**src/rtl/safecrack_lock_param.sv**
```systemverilog
// Push-button safe combination lock.
// Compares a CODE_LEN-press sequence against a runtime-programmable code,
// blinks the unlocked LED while open, and enforces a timed lockout after
// MAX_TRIES consecutive wrong entries. Buttons arrive debounced and active-low.
module safecrack_lock_param #(
    parameter int NUM_BTN        = 4,
    parameter int CODE_LEN       = 4,
    parameter logic [CODE_LEN*$clog2(NUM_BTN)-1:0] DEFAULT_CODE = 8'hE4,
    parameter int MAX_TRIES      = 3,
    parameter int BLINK_CYCLES   = 50_000_000,
    parameter int LOCKOUT_CYCLES = 500_000_000,
    parameter int ENTRY_TIMEOUT  = 250_000_000
) (
    input  logic                              clk,
    input  logic                              rstn,
    input  logic [NUM_BTN-1:0]                btn,
    input  logic                              prog_en,
    output logic                              unlocked,
    output logic                              locked_out,
    output logic                              prog_active,
    output logic [3:0]                        fail_cnt,
    output logic [$clog2(CODE_LEN+1)-1:0]     digits_entered
);

    localparam int BW  = $clog2(NUM_BTN);
    localparam int IW  = $clog2(CODE_LEN+1);
    localparam int CW  = CODE_LEN*BW;
    localparam int BCW = $clog2(BLINK_CYCLES+1);
    localparam int LCW = $clog2(LOCKOUT_CYCLES+1);
    localparam int TCW = $clog2(ENTRY_TIMEOUT+1);

    typedef enum logic [2:0] {
        S_ENTRY      = 3'd0,
        S_UNLOCK_ON  = 3'd1,
        S_UNLOCK_OFF = 3'd2,
        S_PROGRAM    = 3'd3,
        S_LOCKOUT    = 3'd4
    } state_t;

    state_t           state_q, state_n;
    logic [IW-1:0]    idx_q, idx_n;
    logic             mism_q, mism_n;
    logic [3:0]       fail_q, fail_n;
    logic [BCW-1:0]   blink_q, blink_n;
    logic [LCW-1:0]   lock_q, lock_n;
    logic [TCW-1:0]   idle_q, idle_n;
    logic [CW-1:0]    code_q, code_n;
    logic [CW-1:0]    shadow_q, shadow_n;
    logic [NUM_BTN-1:0] btn_prev;
    logic             armed_q;

    logic [NUM_BTN-1:0] pos;
    logic [NUM_BTN-1:0] btn_edge;
    logic             any_edge;
    logic             valid_press;
    logic             bad_press;
    logic [BW-1:0]    press_digit;
    logic [BW-1:0]    cur_digit;
    logic [CW-1:0]    shadow_wr;
    logic             mism_in;
    logic             last_digit;
    logic             idle_expired;
    logic [3:0]       fail_inc;

    logic             unlocked_n;
    logic             locked_out_n;
    logic             prog_active_n;
    logic [IW-1:0]    digits_n;

    // Press detection: a press is a fresh high on the inverted button level.
    // armed_q masks the very first cycle after reset so that a button held
    // through reset release is loaded into btn_prev instead of seen as a press.
    always_comb begin
        pos         = ~btn;
        btn_edge    = pos & ~btn_prev & {NUM_BTN{armed_q}};
        any_edge    = |btn_edge;
        valid_press = any_edge && ((btn_edge & (btn_edge - 1'b1)) == '0);
        bad_press   = any_edge && !valid_press;
        press_digit = '0;
        for (int i = 0; i < NUM_BTN; i++) begin
            if (btn_edge[i]) begin
                press_digit = BW'(i);
            end
        end
    end

    // Digit selection: current code digit for comparison and the shadow code
    // with the pressed digit written at the current position.
    always_comb begin
        cur_digit = '0;
        shadow_wr = shadow_q;
        for (int k = 0; k < CODE_LEN; k++) begin
            if (idx_q == IW'(k)) begin
                cur_digit                = code_q[k*BW +: BW];
                shadow_wr[k*BW +: BW]    = press_digit;
            end
        end
    end

    // Next-state and counter logic for all five states.
    always_comb begin
        state_n      = state_q;
        idx_n        = idx_q;
        mism_n       = mism_q;
        fail_n       = fail_q;
        blink_n      = blink_q;
        lock_n       = lock_q;
        idle_n       = idle_q;
        code_n       = code_q;
        shadow_n     = shadow_q;
        mism_in      = mism_q || bad_press || (valid_press && (press_digit != cur_digit));
        last_digit   = (idx_q == IW'(CODE_LEN-1));
        idle_expired = (idle_q == TCW'(ENTRY_TIMEOUT-1));
        fail_inc     = (fail_q == 4'hF) ? fail_q : fail_q + 4'd1;

        case (state_q)
            S_ENTRY: begin
                if (any_edge) begin
                    idle_n = '0;
                    if (last_digit) begin
                        idx_n  = '0;
                        mism_n = 1'b0;
                        if (!mism_in) begin
                            state_n = S_UNLOCK_ON;
                            fail_n  = 4'd0;
                            blink_n = '0;
                        end else begin
                            fail_n = fail_inc;
                            if (fail_inc == 4'(MAX_TRIES)) begin
                                state_n = S_LOCKOUT;
                                lock_n  = '0;
                            end
                        end
                    end else begin
                        idx_n  = idx_q + IW'(1);
                        mism_n = mism_in;
                    end
                end else if (idx_q != '0) begin
                    if (idle_expired) begin
                        idx_n  = '0;
                        mism_n = 1'b0;
                        idle_n = '0;
                    end else begin
                        idle_n = idle_q + TCW'(1);
                    end
                end
            end

            S_UNLOCK_ON, S_UNLOCK_OFF: begin
                if (any_edge) begin
                    idx_n   = '0;
                    mism_n  = 1'b0;
                    idle_n  = '0;
                    state_n = (valid_press && prog_en) ? S_PROGRAM : S_ENTRY;
                end else if (blink_q == BCW'(BLINK_CYCLES-1)) begin
                    blink_n = '0;
                    state_n = (state_q == S_UNLOCK_ON) ? S_UNLOCK_OFF : S_UNLOCK_ON;
                end else begin
                    blink_n = blink_q + BCW'(1);
                end
            end

            S_PROGRAM: begin
                if (valid_press) begin
                    idle_n   = '0;
                    shadow_n = shadow_wr;
                    if (last_digit) begin
                        code_n  = shadow_wr;
                        state_n = S_ENTRY;
                        idx_n   = '0;
                        fail_n  = 4'd0;
                    end else begin
                        idx_n = idx_q + IW'(1);
                    end
                end else if (bad_press || idle_expired) begin
                    state_n = S_ENTRY;
                    idx_n   = '0;
                    idle_n  = '0;
                end else begin
                    idle_n = idle_q + TCW'(1);
                end
            end

            S_LOCKOUT: begin
                if (lock_q == LCW'(LOCKOUT_CYCLES-1)) begin
                    state_n = S_ENTRY;
                    fail_n  = 4'd0;
                    idx_n   = '0;
                    lock_n  = '0;
                    idle_n  = '0;
                    mism_n  = 1'b0;
                end else begin
                    lock_n = lock_q + LCW'(1);
                end
            end

            default: begin
                state_n = S_ENTRY;
                idx_n   = '0;
                mism_n  = 1'b0;
                idle_n  = '0;
                blink_n = '0;
                lock_n  = '0;
            end
        endcase
    end

    // Output decode from the next state so the registered outputs change
    // together with the state they describe.
    always_comb begin
        unlocked_n    = (state_n == S_UNLOCK_ON);
        locked_out_n  = (state_n == S_LOCKOUT);
        prog_active_n = (state_n == S_PROGRAM);
        digits_n      = ((state_n == S_ENTRY) || (state_n == S_PROGRAM)) ? idx_n : '0;
    end

    // State, counters, code storage and registered outputs.
    always_ff @(posedge clk or negedge rstn) begin
        if (!rstn) begin
            state_q        <= S_ENTRY;
            idx_q          <= '0;
            mism_q         <= 1'b0;
            fail_q         <= 4'd0;
            blink_q        <= '0;
            lock_q         <= '0;
            idle_q         <= '0;
            code_q         <= DEFAULT_CODE;
            shadow_q       <= '0;
            btn_prev       <= '0;
            armed_q        <= 1'b0;
            unlocked       <= 1'b0;
            locked_out     <= 1'b0;
            prog_active    <= 1'b0;
            fail_cnt       <= 4'd0;
            digits_entered <= '0;
        end else begin
            state_q        <= state_n;
            idx_q          <= idx_n;
            mism_q         <= mism_n;
            fail_q         <= fail_n;
            blink_q        <= blink_n;
            lock_q         <= lock_n;
            idle_q         <= idle_n;
            code_q         <= code_n;
            shadow_q       <= shadow_n;
            btn_prev       <= pos;
            armed_q        <= 1'b1;
            unlocked       <= unlocked_n;
            locked_out     <= locked_out_n;
            prog_active    <= prog_active_n;
            fail_cnt       <= fail_n;
            digits_entered <= digits_n;
        end
    end

endmodule
```
**config.mk**
```make
export PLATFORM = sky130hd
export DESIGN_NAME = safecrack_lock_param
export DESIGN_NICKNAME = d
export VERILOG_FILES = /design/src/rtl/safecrack_lock_param.sv
export SDC_FILE = /design/constraint.sdc
export NUM_CORES = 1
export LEC_CHECK = 0
export CORE_ASPECT_RATIO = 1.2
export CORE_UTILIZATION = 35
export CTS_BUF_LIST = sky130_fd_sc_hd__clkbuf_16
export CTS_CLUSTER_DIAMETER = 60
export CTS_CLUSTER_SIZE = 40
export DETAILED_ROUTE_END_ITERATION = 16
export DONT_BUFFER_PORTS = 1
export GPL_ROUTABILITY_DRIVEN = 0
export GPL_TIMING_DRIVEN = 0
export PLACE_DENSITY = 0.56
export SYNTH_ARGS = -nofsm -noshare
export SYNTH_HDL_FRONTEND = slang
export SYNTH_SLANG_ARGS = --single-unit
```
**constraint.sdc**
```tcl
create_clock -name clk -period 3 [get_ports clk]
set_clock_uncertainty 0.05 [all_clocks]
set_input_delay 0.15 -clock clk [delete_from_list [all_inputs] [get_ports clk]]
set_output_delay 0.15 -clock clk [all_outputs]
set_load 0.01 [all_outputs]
```
* Yosys cells after proc, flatten, opt, wreduce, memory -nomap -nowiden
Cells that the tools add are included. W data, S select, Z words.
Word-level totals: flip-flop bits (word level) 121, bits of input ports 7, output and inout bits 10, word-level logic and storage cells 152
Operators by class: add/subtract/negate cells 6, eq/ne operators 28, multiplexer cells 69, bitwise logic cells 8, reductions and logical operators 26
Operators with widths (count):
- $mux W28 | 7
- $mux W29 | 5
- $mux W26 | 5
- $pmux W28 S4 | 1
- $pmux W29 S3 | 1
- $pmux W26 S3 | 1
- $mux W3 | 19
- $add A29 B1 Y29 const B | 1
- $eq A29 B29 Y1 const B | 1
- $add A28 B1 Y28 const B | 1
- $eq A28 B28 Y1 const B | 1
- $mux W4 | 7
- $add A26 B1 Y26 const B | 1
- $eq A26 B26 Y1 const B | 1
- $mux W2 | 12
- $pmux W3 S4 | 2
- $ne A2 B2 Y1 const B | 10
- $eq A3 B2 Y1 const B | 5
- $reduce_and A5 Y1 | 3
- $and A4 B4 Y4 | 3
- $pmux W4 S3 | 1
- $eq A3 B1 Y1 const B | 3
- $logic_not A3 Y1 | 3
- $not A4 Y4 | 2
- 22 further kinds | 41

* Depth between registers and ports, before layout
Gate-level depths: netlist (run 1).
word-level depth 18, depth in mapped cells 11, gate-level depth less buffers 9

* Worst setup path before layout (run 1)
OpenSTA, ideal clock, no wires.
path kind register -> register, from register idx_q[0], to register blink_q[11], library setup time 131 ps, arrival time 2298 ps, data required time 2819 ps, path slack 521 ps, cell stages (with the launch flop) 12, path buffers 3, period minus slack after synthesis 2479 ps, path through dfrtp_1 -> ha_1 -> clkbuf_1 -> nor2_1 -> o221ai_1 -> a211o_1 -> a2111oi_4 -> a21oi_2 -> buf_6 -> buf_6 -> o21ai_1 -> o41ai_1
Between the ends: cells in the longest elaborated chain, start to end 10, elaborated cells on any way between the ends 14, classes of those cells eq/ne: 6; mux: 4; reduce/logical: 4
Ends and longest elaborated chain:
- from (decl) | line 41 | logic [IW-1:0] idx_q, idx_n;
- from (signal assigned) | line 238 | idx_q <= idx_n;
- $logic_not A3 Y1 | line 93 | if (idx_q == IW'(k)) begin
- $mux W2 (4 in a row) | line 93
- $ne A2 B2 Y1 | line 111 | mism_in = mism_q || bad_press || (valid_press && (press_digit != cur_digit));
- $logic_and A1 B1 Y1 | line 111
- $logic_or A1 B1 Y1 | line 111
- $ne A2 B2 Y1 (no source line)
- $reduce_and A5 Y1 (no source line) (*)
- to (signal assigned) | line 241 | blink_q <= blink_n;
- to (decl) | line 44 | logic [BCW-1:0] blink_q, blink_n;
Every way passes the cells marked *; elsewhere a longest branch is shown, timed or not. A chain may end at the register's enable or synchronous reset.

* Final worst setup path (run 1)
from register idx_q[0], to register lock_q[17]
Between the ends: cells in the longest elaborated chain, start to end 10, elaborated cells on any way between the ends 14, classes of those cells eq/ne: 6; mux: 4; reduce/logical: 4
Ends and longest elaborated chain:
- $logic_not A3 Y1 | line 93
- $mux W2 (4 in a row) | line 93
- $ne A2 B2 Y1 | line 111
- $logic_and A1 B1 Y1 | line 111
- $logic_or A1 B1 Y1 | line 111
- $ne A2 B2 Y1 (no source line)
- $reduce_and A5 Y1 (no source line) (*)
- to (signal assigned) | line 242 | lock_q <= lock_n;
- to (decl) | line 45 | logic [LCW-1:0] lock_q, lock_n;
Marked as above.

==> results of run 1 <==
## critical path, delay by kind of cell, from the launching register on
kind                       cells  cell delay [ps]
AOI/OAI and AO/OA              6             1170
adders and majority gates      1              220
DFF                            1              450
buffers and inverters          3              570
and+or+nand+nor                1              160
## cell type report
class                           count  area [um^2]  share of cell area, %
Multi-Input combinational cell    576         3482                  45.71
Sequential cell                   119         2983                  39.16
Clock buffer                       17        425.4                  5.585
Tap cell                          256        320.3                  4.205
Buffer                             36        198.9                  2.612
Timing Repair Buffer                7        85.08                  1.117
Clock inverter                     15        73.82                 0.9691
Inverter                           13        48.80                 0.6406
## sequential cells by signal, summed over array words and instances, names as in the netlist, 4 cells and up
name      flops
lock_q       29
idle_q       28
blink_q      26
code_q        8
shadow_q      6
btn_prev      4
fail_q        4
## logic make-up (layout without fill, tap and decap cells)
| group | after synthesis | after routing | share of synthesized area (%) |
|---|---|---|---|
| AND/OR/NAND/NOR | 319 | 319 | 24.38 |
| AO/OA/AOI/OAI | 223 | 223 | 22.11 |
| flip-flops | 119 | 119 | 44.64 |
| buffers and inverters | 49 | 88 | 3.651 |
| multiplexers | 13 | 13 | 2.097 |
| XOR/XNOR | 12 | 12 | 1.573 |
| adder cells (fa/ha/maj) | 8 | 8 | 1.498 |
| other | 1 | 1 | 0.05612 |
## power by group
part           total, mW  switching [mW]  internal (mW)  leakage [nW]
clock network       1.75           0.732           1.02         0.252
registers           1.86           0.131           1.73          1.60
logic               1.86            1.22          0.643          1.28
## metal layers
layer  vias up  global-route usage [%]
met3        17                   3.360
met1      2771                   23.01
met4         2                   8.067
li1       2794                       -
met2        81                   28.88
met5         -                       0
## what timing repair did
item	4_1_cts	5_1_grt
gates resized for setup	0	12
hold endpoints to repair	123	0
endpoints found under the setup margin	0	34
setup buffers	0	1
hold buffers	6	0
## path summary, 6_finish.rpt
path,slack [ps],cells past startpoint,to,start
max,260,11,lock_q[17],idx_q[0]
min,240,5,state_q[1],prog_en
max reg2reg,260,11,lock_q[17],idx_q[0]
min reg2reg,420,1,blink_q[15],blink_q[15]
max in group asynchronous,2130,2,lock_q[26],rstn
min in group asynchronous,280,2,shadow_q[5],rstn
## metrics by stage
step | utilization, % | hold slack (ps)
finish | 40.55 | 238.4
detailed placement | 37.28 | -191.6
CTS | 40.35 | 225.1
global placement | 37.28 | -190.4
global route | 40.55 | 278.9
floorplan | - | -195.6
## cell usage in the layout (no fill, tap or decap), types with 5 or more instances in the layout
master,n
a21oi_1,28
a31oi_1,12
and2_1,12
and3_1,17
buf_2,10
buf_4,6
clkbuf_1,15
clkbuf_16,17
clkinv_2,5
dfrtp_1,115
dlygate4sd3_1,5
ha_1,8
inv_1,16
mux2_2,8
mux2i_1,5
nand2_1,83
nand2b_1,13
nand3_1,31
nand3b_1,5
nand4_1,25
nor2_1,69
nor2b_1,14
nor3_1,9
nor4_1,9
nor4b_1,5
o211ai_1,9
o21ai_0,89
o21ai_1,8
o31ai_1,22
o41ai_1,8
xnor2_1,6
xor2_1,6
==> results.cfg, run 1 <==
[timing]
grt_setup_unrepaired = false
fin_ws_ps = 261.5
setup_viol = 0
fin_crit_ps = 2739
hold_viol_final = 0
tns_ps = 0
post-route-period-util_pct = 91.28
worst_pin_slew_ps = 672.4
drv_slew = 0
slew_headroom_pct = 54.76
fmax_mhz = 365.2

[route]
via_per_inst = 5.452
wl_per_cell_um = 15.70
routed.top_layer = met5
wl_met1_um = 7663
drc = 0
wl_um = 16310
dr_total_vias = 5665
dr_wl_met3_um = 554
drt_iter0_drc = 435
met2_length_um = 7863
ant_nets = 0
drtPass1Iterations = 4

[logic_synthesis]
synth_edf_count = 0
yosysSeqAreaShare_pct = 44.64
synth_area_um2 = 6683
async_flop_share_pct = 100.0
synth_common_cells = dfrtp_1 (115), o21ai_0 (89), nand2_1 (83), nor2_1 (70), nand3_1 (32)
synth-seq-cells = 119
yosys.area.top_type = dfrtp_1
syn_nets = 759
ys_types = 70
syn_inst = 744
ys.warnings.count = 0
synth_top_area_share_pct = 43.06
synth_ff_type = dfrtp_1
syn_area_per_cell_um2 = 8.982
yosysMostFrequentCell = dfrtp_1
netlist_top_cells_area = dfrtp_1 (43%), o21ai_0 (6.7%), nand2_1 (4.7%)

[worst_setup_path]
crit_fanout = 10
crit_slowest_cell = dfrtp_1
cp-end-kind = flop
path_common_cell = a211o_1
critPathMaxStageDelay_ps = 450
critPathArrivalTime_ps = 3010
required_ps = 3270
critPathLaunchType = flop
critPathKind = flop to flop
worstPathCellList = ha_1 > clkbuf_1 > nor2_2 > o221ai_2 > a211o_1 > a211o_1 > a41oi_2 > buf_4 > buf_6 > o21ai_1 > o41ai_1

[clock_tree]
path_clk_slew_ps = 60
htreeDepth = 4
clk_path_buf_depth = 2
clock_sinks = 119
cts_made_buffers = 17
cts_root_buf = clkbuf_16
cts_tree = yes
clkLatencyLatePin_ps = 430

[power]
power.density_nw_per_um2 = 718.4
irDropWorstVdd_mv = 0.4350
power_mw = 5.473
p_leak_nw = 3.135

[placement]
port_buffers = 0
place_ws_ps = 64.89
dp_cells = 1000
place_area_um2 = 7003
dp_hpwl_um = 11090

[global_routing]
grt_max_degree = 120
grt_overflow = 0
grt_pass1_wl_um = 27740
grt_use_total_pct = 17.85
grt_pass1_vias = 5480
grt_antenna_before_repair = 1

[floorplanning]
num_rows = 55
dieArea_um2 = 19650
io_pins = 17
die_h_um = 153.4
start_util_pct = 35.57
core-area_um2 = 18790
die-width_um = 128.1

[layout]
diodes = 0
fillers = 1880
final_net_count = 785
final_cell_area_um2 = 7617
drive_gt1_share_pct = 11.24
instances_no_fill = 1039
area_growth_pct = 13.99

[job]
max_cap_violations = 0

[run_status]
outcome = finished clean

[worst_hold_path]
hp-class = primary input to flop
(Power assumes the default switching activity.)
==> inputs of run 2 (changes only) <==
--- a/config.mk
+++ b/config.mk
@@ -16,3 +16,2 @@
 export GPL_TIMING_DRIVEN = 0
-export PLACE_DENSITY = 0.56
 export SYNTH_ARGS = -nofsm -noshare
--- a/constraint.sdc
+++ b/constraint.sdc
@@ -4,2 +4,2 @@
 set_output_delay 0.15 -clock clk [all_outputs]
-set_load 0.01 [all_outputs]
+set_load 0.02 [all_outputs]
==> run 2 against run 1 <==
Effect of this change: total power rose by 8.7%; utilization rose by 0.57 points; cell count did not move; clock power rose by 26%; first-iteration DRC count fell by 2.1%; clock-buffer cell count did not move; critical path type unchanged; critical endpoint unchanged.
==> results.cfg, run 2 (same netlist as run 1, synthesis figures left out) <==
[worst_setup_path]
cp-endpoint = lock_q[17]
worstRegToRegCells = 11
required_ps = 3260
critPathKind = flop to flop
startpoint = idx_q[0]
rr_startpoint = idx_q[0]
rr_endpoint = lock_q[17]
cp-end-kind = flop
crit_fanout = 10
critPathLaunchType = flop
r2r_setup_slack_ps = 190
critPathArrivalTime_ps = 3070

[route]
drt_iter0_drc = 426
drc = 0
dr_total_vias = 5746
wl_per_cell_um = 15.81
wl_um = 16420
via_per_inst = 5.530
drtPass1Iterations = 7
ant_nets = 0

[global_routing]
grt_overflow = 0
grt_antenna_before_repair = 0
grt_max_degree = 120
grt_use_total_pct = 17.69
grt_pass1_wl_um = 27710
grt_pass1_vias = 5597

[floorplanning]
die_h_um = 153.4
core-area_um2 = 18790
io_pins = 17
start_util_pct = 35.57
dieArea_um2 = 19650
die-width_um = 128.1
num_rows = 55

[timing]
slew_headroom_pct = 44.21
drv_slew = 0
grt_setup_unrepaired = false
timing.hold.ws_ps = 229.5
tns_ps = 0
setup_viol = 0
post-route-period-util_pct = 93.63
worst_pin_slew_ps = 829.2
hold_viol_final = 0
fin_crit_ps = 2809
fmax_mhz = 356.0

[placement]
dp_cells = 1000
dp_hpwl_um = 10950
port_buffers = 0

[layout]
layout_commonest_cell = dfrtp_1
largest_reg_flops = 29
diodes = 0
regMostFlops = lock_q
area_growth_pct = 15.60
instances_no_fill = 1039
drive_gt1_share_pct = 11.11
top_regs = lock_q: 29 flops, idle_q: 28 flops, blink_q: 26 flops
final_cell_mix = dfrtp_1 (115), o21ai_0 (89), nand2_1 (83)
final_net_count = 785

[power]
p_leak_nw = 3.187
power_mw = 5.950
power.density_nw_per_um2 = 770.3
irDropWorstVdd_mv = 0.3234

[clock_tree]
path_clk_slew_ps = 50
clk_path_buf_depth = 2
htreeDepth = 4
cts_made_buffers = 17
cts_tree = yes
clock_sinks = 119
clkLatencyLatePin_ps = 420
cts_root_buf = clkbuf_16

[job]
max_cap_violations = 0

[run_status]
outcome = finished clean

[worst_hold_path]
hp-class = primary input to flop
-- run 2: worst max-delay path, stage by stage (launching register included) --
cell      delay (ps)
dfrtp_1          440
ha_1             220
clkbuf_1         210
nor2_1           170
o221ai_1         170
a211o_1          340
a211o_1          380
a41oi_2          200
buf_4            200
buf_6            170
o21ai_1           80
o41ai_1           60
-- run 2: final cells by class --
cell class / instances / area, um^2
Buffer: 36 / 197.7
Clock buffer: 17 / 425.4
Clock inverter: 15 / 209.0
Fill cell: 1842 / 11060
Inverter: 13 / 48.80
Multi-Input combinational cell: 576 / 3456
Sequential cell: 119 / 2983
Tap cell: 256 / 320.3
Timing Repair Buffer: 7 / 85.08
-- run 2: through the flow --
stage          utilization [%]  area, um^2  setup slack, ps
3_5_place_dp             37.28        7003            95.68
5_1_grt                  41.12        7725           0.7827
3_3_place_gp             37.28        7003            109.6
6_report                 41.12        7725            191.0
4_1_cts                  41.07        7715            93.59
2_1_floorplan                -        6683            520.7
-- run 2: power by group --
part / switching (mW) / total [mW] / leakage [nW] / internal (mW)
registers: 0.160 / 1.89 / 1.60 / 1.73
logic: 1.21 / 1.85 / 1.28 / 0.635
clock network: 0.755 / 2.21 / 0.308 / 1.46
total: 2.13 / 5.95 / 3.19 / 3.82
-- run 2: repair_timing --
item / CTS / global route
hold buffers: 6 / 0
buffers inserted: 0 / 1
hold endpoints to repair: 123 / 0
gates resized for setup: 0 / 4
endpoints found under the setup margin: 0 / 24
-- run 2: how the worst min path moves through the flow --
stage                     startpoint     endpoint  cells after the start
final                        prog_en   state_q[1]                      5
after global routing          btn[2]  btn_prev[2]                      2
after CTS                    prog_en   state_q[1]                      5
after detailed placement        rstn   lock_q[12]                      0
after global placement          rstn   lock_q[15]                      0
after floorplan                 rstn      armed_q                      0
-- run 2: layer usage --
metal	vias to the layer above	routed length, um	track usage, %
met5	-	0	0
met3	27	572	3.360
li1	2796	-	-
met1	2810	7659	23.24
met4	0	316	6.891
met2	113	7876	28.60
